**config.mk**
```make
export PLATFORM = sky130hd
export DESIGN_NAME = bus_packet_rx
export DESIGN_NICKNAME = d
export VERILOG_FILES = /design/src/rtl/bus_packet_rx.sv
export SDC_FILE = /design/constraint.sdc
export NUM_CORES = 1
export LEC_CHECK = 0
export ABC_AREA = 1
export CAP_MARGIN = 10
export CORE_MARGIN = 2
export CORE_UTILIZATION = 51
export CTS_BUF_LIST = sky130_fd_sc_hd__clkbuf_2 sky130_fd_sc_hd__clkbuf_4 sky130_fd_sc_hd__clkbuf_8
export DETAILED_ROUTE_END_ITERATION = 16
export PLACE_DENSITY_LB_ADDON = 0.15
export SYNTH_ARGS = -nofsm -noshare
export SYNTH_HDL_FRONTEND = slang
export SYNTH_SLANG_ARGS = --single-unit
```
**constraint.sdc**
```tcl
create_clock -name clock -period 1.55 [get_ports clock]
set_input_delay 0.2325 -clock clock [delete_from_list [all_inputs] [get_ports clock]]
set_output_delay 0.2325 -clock clock [all_outputs]
set_load 0.03 [all_outputs]
```
**src/rtl/bus_packet_rx.sv**
```systemverilog
// Receive end of the single-wire 80-bit node bus: deserialises a frame LSB-first,
// validates it, acks good frames and hands the payload off. Macro RX_ERR_CNT_EN adds error counters.
module bus_packet_rx #(
    parameter int         ACK_LEN       = 2,
    parameter logic [1:0] DATASIZE_CODE = 2'b11
) (
    input  logic        clock,
    input  logic        reset,
    input  logic        bus_i,
    output logic        bus_o,
    output logic        bus_oe,
    input  logic [3:0]  addr,
    input  logic [3:0]  crc,
    output logic        rx_valid,
    input  logic        rx_ready,
    output logic [63:0] data_out,
    output logic [3:0]  src_addr,
    output logic        rx_drop,
    output logic        err_frame,
    output logic        err_crc
`ifdef RX_ERR_CNT_EN
    ,
    output logic [7:0]  frame_err_cnt,
    output logic [7:0]  crc_err_cnt,
    output logic [7:0]  drop_cnt
`endif
);

    localparam int ACK_W = (ACK_LEN > 1) ? $clog2(ACK_LEN) : 1;

    typedef enum logic [2:0] {
        S_WAIT_IDLE = 3'd0,
        S_IDLE      = 3'd1,
        S_RECV      = 3'd2,
        S_CHECK     = 3'd3,
        S_ACK       = 3'd4
    } state_t;

    state_t             r_state;
    state_t             w_next;
    logic [79:1]        r_shift;
    logic [6:0]         r_count;
    logic [ACK_W-1:0]   r_ack_cnt;
    logic               r_rx_valid;
    logic [63:0]        r_data;
    logic [3:0]         r_src;
    logic               r_drop;
    logic               r_err_frame;
    logic               r_err_crc;

    logic w_bad_frame;
    logic w_addr_miss;
    logic w_crc_bad;
    logic w_busy;
    logic w_in_check;
    logic w_accept;
    logic w_ack_last;

    // The start bit is always 0, so only bits 1..79 are stored; indices match frame bit numbers.
    assign w_bad_frame = (r_shift[10:9] != DATASIZE_CODE) || !r_shift[79];
    assign w_addr_miss = (r_shift[8:5] != addr);
    assign w_crc_bad   = (r_shift[78:75] != crc);
    assign w_busy      = r_rx_valid && !rx_ready;
    assign w_in_check  = (r_state == S_CHECK);
    assign w_accept    = w_in_check && !w_bad_frame && !w_addr_miss && !w_crc_bad && !w_busy;
    assign w_ack_last  = (r_ack_cnt == ACK_W'(ACK_LEN - 1));

    always_ff @(posedge clock) begin
        if (reset) begin
            r_state <= S_WAIT_IDLE;
        end else begin
            r_state <= w_next;
        end
    end

    always_comb begin
        w_next = r_state;
        case (r_state)
            S_WAIT_IDLE: if (bus_i)              w_next = S_IDLE;
            S_IDLE:      if (!bus_i)             w_next = S_RECV;
            S_RECV:      if (r_count == 7'd79)   w_next = S_CHECK;
            S_CHECK:     w_next = w_accept ? S_ACK : S_WAIT_IDLE;
            S_ACK:       if (w_ack_last)         w_next = S_WAIT_IDLE;
            default:     w_next = S_WAIT_IDLE;
        endcase
    end

    always_comb begin
        bus_oe = (r_state == S_ACK);
        bus_o  = (r_state == S_ACK);
    end

    // Handshake: payload transfers on any cycle with rx_valid && rx_ready; rx_valid then
    // drops next cycle unless a new frame loads in that same cycle, in which case it stays
    // high with the new data. data_out/src_addr never change while rx_valid waits for ready.
    always_ff @(posedge clock) begin
        if (reset) begin
            r_shift     <= '0;
            r_count     <= '0;
            r_ack_cnt   <= '0;
            r_rx_valid  <= 1'b0;
            r_data      <= '0;
            r_src       <= '0;
            r_drop      <= 1'b0;
            r_err_frame <= 1'b0;
            r_err_crc   <= 1'b0;
        end else begin
            r_err_frame <= w_in_check && w_bad_frame;
            r_err_crc   <= w_in_check && !w_bad_frame && !w_addr_miss && w_crc_bad;
            r_drop      <= w_in_check && !w_bad_frame && !w_addr_miss && !w_crc_bad && w_busy;

            if (r_state == S_IDLE && !bus_i) begin
                r_count <= 7'd1;
            end else if (r_state == S_RECV) begin
                r_shift <= {bus_i, r_shift[79:2]};
                r_count <= r_count + 7'd1;
            end else begin
                r_count <= 7'd0;
            end

            if (r_state == S_ACK) begin
                r_ack_cnt <= r_ack_cnt + ACK_W'(1);
            end else begin
                r_ack_cnt <= '0;
            end

            if (w_accept) begin
                r_rx_valid <= 1'b1;
                r_data     <= r_shift[74:11];
                r_src      <= r_shift[4:1];
            end else if (r_rx_valid && rx_ready) begin
                r_rx_valid <= 1'b0;
            end
        end
    end

    assign rx_valid  = r_rx_valid;
    assign data_out  = r_data;
    assign src_addr  = r_src;
    assign rx_drop   = r_drop;
    assign err_frame = r_err_frame;
    assign err_crc   = r_err_crc;

`ifdef RX_ERR_CNT_EN
    logic [7:0] r_frame_err_cnt;
    logic [7:0] r_crc_err_cnt;
    logic [7:0] r_drop_cnt;

    always_ff @(posedge clock) begin
        if (reset) begin
            r_frame_err_cnt <= '0;
            r_crc_err_cnt   <= '0;
            r_drop_cnt      <= '0;
        end else begin
            if (r_err_frame && r_frame_err_cnt != 8'hFF) r_frame_err_cnt <= r_frame_err_cnt + 8'd1;
            if (r_err_crc && r_crc_err_cnt != 8'hFF)     r_crc_err_cnt   <= r_crc_err_cnt + 8'd1;
            if (r_drop && r_drop_cnt != 8'hFF)           r_drop_cnt      <= r_drop_cnt + 8'd1;
        end
    end

    assign frame_err_cnt = r_frame_err_cnt;
    assign crc_err_cnt   = r_crc_err_cnt;
    assign drop_cnt      = r_drop_cnt;
`endif

endmodule

```
After elaboration in Yosys (flattened, before gate mapping)
Index checks and enable logic that the tools add are counted.

storage, ports and cells
  register bits after elaboration = 162
  bits of input ports = 12
  output and inout port bits = 74
  word-level logic and storage cells = 62

cells by class
  add/sub/neg operators = 2
  equality and inequality tests = 12
  muxes and demuxes = 10
  bitwise gates (word level) = 3
  reduce and logical (&&, ||, !) cells = 24

operator list
  operator                                                number
  2-to-1 mux 3 bit                                        5
  case mux 3 bit (5 select lines)                         1
  logical AND 1 bit                                       10
  inequality test 2 bit (second input constant)           4
  inequality test 4 bit                                   2
  adder 7 x 1 -> 7 bit (second input constant)            1
  equality test 7 bit (second input constant)             1
  logical NOT 1 bit                                       7
  equality test 3 x 2 -> 1 bit (second input constant)    2
  2-to-1 mux 1 bit                                        4
  AND reduction 4 bit                                     1
  equality test 3 x 1 -> 1 bit (second input constant)    1
  equality test 3 bit (second input constant)             1
  logical NOT 3 bit                                       1
  NOT 1 bit                                               3
  OR reduction 3 bit                                      1
  inequality test 2 x 1 -> 1 bit (second input constant)  1
  AND reduction 2 bit                                     1
  nonzero test 2 bit                                      1
  OR reduction 2 bit                                      1
  adder 1 bit (second input constant)                     1
  logical OR 1 bit                                        1

Logic depth before layout (Yosys ltp)
  depth in word-level cells = 9
  gate-level depth with buffers = 11

Least setup slack after synthesis
Ideal clock, no wire load.

  path kind = register -> register
  start = reg r_state[0]
  end = reg r_state[0]
  library setup time = 135 ps
  data arrival time = 1,640 ps
  required time = 1,415 ps
  setup slack = -226 ps
  stages on the path, launching flop included = 7
  buffers on the path = 0
  period minus slack after synthesis = 1,776 ps
  cells stage by stage = dfxtp_1 nor3_1 nand2_1 nand3_1 inv_1 nand3_1 a21oi_1

between the ends
  cells in the longest elaborated chain, start to end = 3
  elaborated cells on any way between the ends = 11

ends and longest elaborated chain
  what                                             RTL line  source
  start, declared                                  39        state_t r_state;
  start signal, assigned                           72        r_state <= w_next;
  equality test 3 bit (*)                          --
  via bus_o                                        10        output logic bus_o,
  inequality test 2 x 1 -> 1 bit (no source line)  --
  AND reduction 4 bit (no source line)             --

Mark *: on every way through the listed nets, which the timed path passes. The rest lies on a longest branch.
A chain may end at the register's enable or synchronous reset.

Worst setup path after layout
  start = reg r_state[0]
  end = out bus_oe

between the ends
  cells in the longest elaborated chain, start to end = 1

ends and longest elaborated chain
  what                 RTL line  source
  equality test 3 bit  89        bus_oe = (r_state == S_ACK);
  end, declared        11        output logic bus_oe,

No other way between the ends.

==> summary.md <==
| Metric | Value |
|---|---|
| Syn nets | `about 840` |
| Crit share post-route | `100.8%` |
| Failing checks | `negative setup slack` |
| Warnings, synthesis | `0` |
| Crit path largest cell delay | `around 330 ps` |
| Core area | `roughly 12000 um2` |
| Grt total ovfl | `0` |
| TritonRoute pass-1 iters | `5` |
| Dpl cells | `about 1000` |
| IO Port Bufs | `between 80 and 90` |
| # IOs | `86` |
| CP Launch Type | `register` |
| Register area share after synthesis | `between 50 and 60%` |
| CP max stage cell | `dfxtp_2` |
| CP Max Fanout | `3` |
| Arrival @ worst endpoint | `roughly 1300 ps` |
| CTS Root Cell | `clkbuf_8` |
| Most Frequent Cell on Critical Path | `buf_6` |
| Multi-input logic area | `roughly 2500 um2` |
| Synth Area per Inst | `7.686 um2` |
| DR vias/cell | `5.018` |
| Drt initial violations | `408` |
| CP endpoint kind | `output port` |
| Fmax | `about 0.64 GHz` |
| Register area | `3253 um2` |
| Global route hottest layer | `met2` |
| Core Rows | `40` |
| Rel. slew slack | `~78%` |
| CP Class | `register to output port` |
| Hold Crit Class | `primary input to register` |
| Detail Placement HPWL | `8476 um` |
| Inserted Diodes | `0` |
| Most frequent cells in the layout | `dfxtp_1, a21oi_1, inv_1, nand2_1, nor2_1` |
| Leak pwr | `approximately 3.4 nW` |
| Htree depth | `4` |
| Post-layout min period | `between 1500 and 2000 ps` |
| DR WL/cell | `~12 um` |
| Layout Nets | `a little over 900` |
| Hold Vio Cnt, Final | `0` |
| Routed Antenna Nets | `0` |
| Slew @ Worst Pin | `between 300 and 400 ps` |
| Met2 usage | `between 30% and 40%` |
| Yosys cell types | `27` |
| Critical Path RT | `1320 ps` |
| Clock Sinks | `between 150 and 200` |
| DRC viols | `0` |
| Grt met3 use | `approximately 4.4%` |
| Post-route setup slack | `-12.63 ps` |
| CTS Buf Count | `17` |
| Post-synthesis cell area | `~6400 um2` |
| Most common cell after layout, fill and taps aside | `dfxtp_1` |
| Met1 Use GR | `a little over a quarter` |
| CTS Buffer Depth | `2` |
| PD cells | `approximately 1100 nW/um2` |
| Initial Util | `52.54%` |
| Clock transition at the registers of the reported paths | `80 ps` |
| Die Wd | `115.7 um` |
| Buf+Inv Stages, Crit Path | `2` |
| Vias in the first global route | `between 4000 and 5000` |
| Status | `finished with violations` |
| Die Span Y | `roughly 120 um` |
| Non-filler instance count after layout | `approximately 1100` |
| Worst Skew | `9.405 ps` |
| RSZ-0062 raised after global routing | `yes` |
| Die area | `13390 um2` |
| Share of cells above drive strength 1 | `11.85%` |
| # setup viols final | `2` |
| Initial antenna violation count | `0` |
| Critical-path cell list | `buf_6 -> nor3_4 -> buf_6` |
| Peak VDD IR | `a little under 0.0006 V` |
| Global-route wire length before repair | `21690 um` |
| Slew Viols, Final | `0` |
| Filler cells | `~1100` |
| Dpl ws | `-343.7 ps` |
| CTS tree | `built` |
| Top delay family on crit path | `flip-flops` |
| RePlAce Congestion | `roughly 0.80` |
| Total Routing Usage GR | `between 20% and 30%` |
| Via count | `around 5500` |
| Mapped Cells | `a little over 800` |
| Routed WL | `13350 um` |
| Largest net degree at the start of global routing | `60` |
| Max-Cap Viols | `0` |
| Layout Area Growth over Synthesis | `25.97%` |
| Synth Register Bits | `between 150 and 200` |
| Skew-Pair Late Insertion Delay | `approximately 450 ps` |
kinds of logic (layout without fill, tap and decap cells):
family | count (synthesis) | count (layout) | synth area share, %
AO/OA/AOI/OAI | 234 | 234 | 18.68
flip-flops | 162 | 162 | 50.96
buffers and inverters | 161 | 252 | 11.92
adder cells (fa/ha/maj) | 1 | 1 | 0.1966
AND/OR/NAND/NOR | 267 | 268 | 17.83
XOR/XNOR | 3 | 3 | 0.4130
synth_stat cells, drive strengths merged:
library cell / n / share of area, %
xor2: 1 / 0.14
xnor2: 2 / 0.28
nand3: 78 / 6.2
inv: 96 / 5.7
ha: 1 / 0.20
nor2: 86 / 5.2
o21ai: 81 / 6.4
nand4: 1 / 0.098
nor4: 1 / 0.098
o32ai: 1 / 0.14
a21oi: 151 / 12
nor3b: 2 / 0.24
nor3: 2 / 0.16
clkbuf: 37 / 2.2
a211oi: 1 / 0.12
dfxtp: 162 / 51
nand2: 97 / 5.8
buf: 28 / 4.1
stage by stage:
step | setup TNS [ps] | util (%) | power [mW] | hold WS [ps] | area, um2
final | -24.69 | 66.19 | 8.735 | 453.6 | 8016
after global routing | -4499 | 66.19 | 9.079 | 447.0 | 8016
after CTS | -28.18 | 65.20 | 8.776 | 425.9 | 7896
after detailed placement | -21420 | 61.68 | 5.372 | 456.9 | 7471
after global placement | -20480 | 61.68 | 5.336 | 445.0 | 7471
after floorplan | 0 | - | 5.132 | 350.3 | 6369
flip-flops by register name (all words and copies together) (netlist names):
| name | cells |
|---|---|
| r_state | 3 |
| err_frame | 1 |
| data_out | 64 |
| r_ack_cnt | 1 |
| r_shift | 79 |
| err_crc | 1 |
| r_count | 7 |
| rx_valid | 1 |
| rx_drop | 1 |
| src_addr | 4 |
path summary, 6_finish.rpt:
kind	startpoint	slack [ps]	cells after the start	endpoint
worst min-delay path	bus_i	450	3	r_shift[79]
worst min register to register	r_shift[56]	470	2	r_shift[56]
worst max register to register	r_state[2]	0	10	data_out[28]
worst max-delay path	r_state[0]	-10	3	bus_oe
what timing repair did:
item                                    CTS  global route
resized for setup                        86            20
hold endpoints to repair                  0             0
gates cloned                              1             1
hold buffers                              0             0
buffers inserted                          3             3
endpoints found under the setup margin   84            86
pin swaps                                 1             2
final cells by class:
cell class / count / area share, %
clock buffers: 20 / 3.356
flip-flops and latches: 162 / 40.58
clock inverters: 12 / 2.248
multi-input cells: 506 / 30.75
inverters: 96 / 4.511
repair buffers: 124 / 15.94
well taps: 168 / 2.622
per-layer routing:
metal / vias up / share of wire, %
met3: 21 / 3.4
met5: - / 0
li1: 2836 / -
met4: 0 / 1.9
met1: 2499 / 48
met2: 104 / 47
power by group:
part / switching [mW] / internal [mW] / total, mW
combinational: 0.506 / 0.310 / 0.817
clock: 1.54 / 1.86 / 3.40
sequential: 0.117 / 4.40 / 4.52
worst min-delay path, stage by stage:
cell             delay, ps
clkdlybuf4s50_1        460
inv_1                  110
a21oi_1                 70
Note: power is estimated with default switching activity, not from simulation.
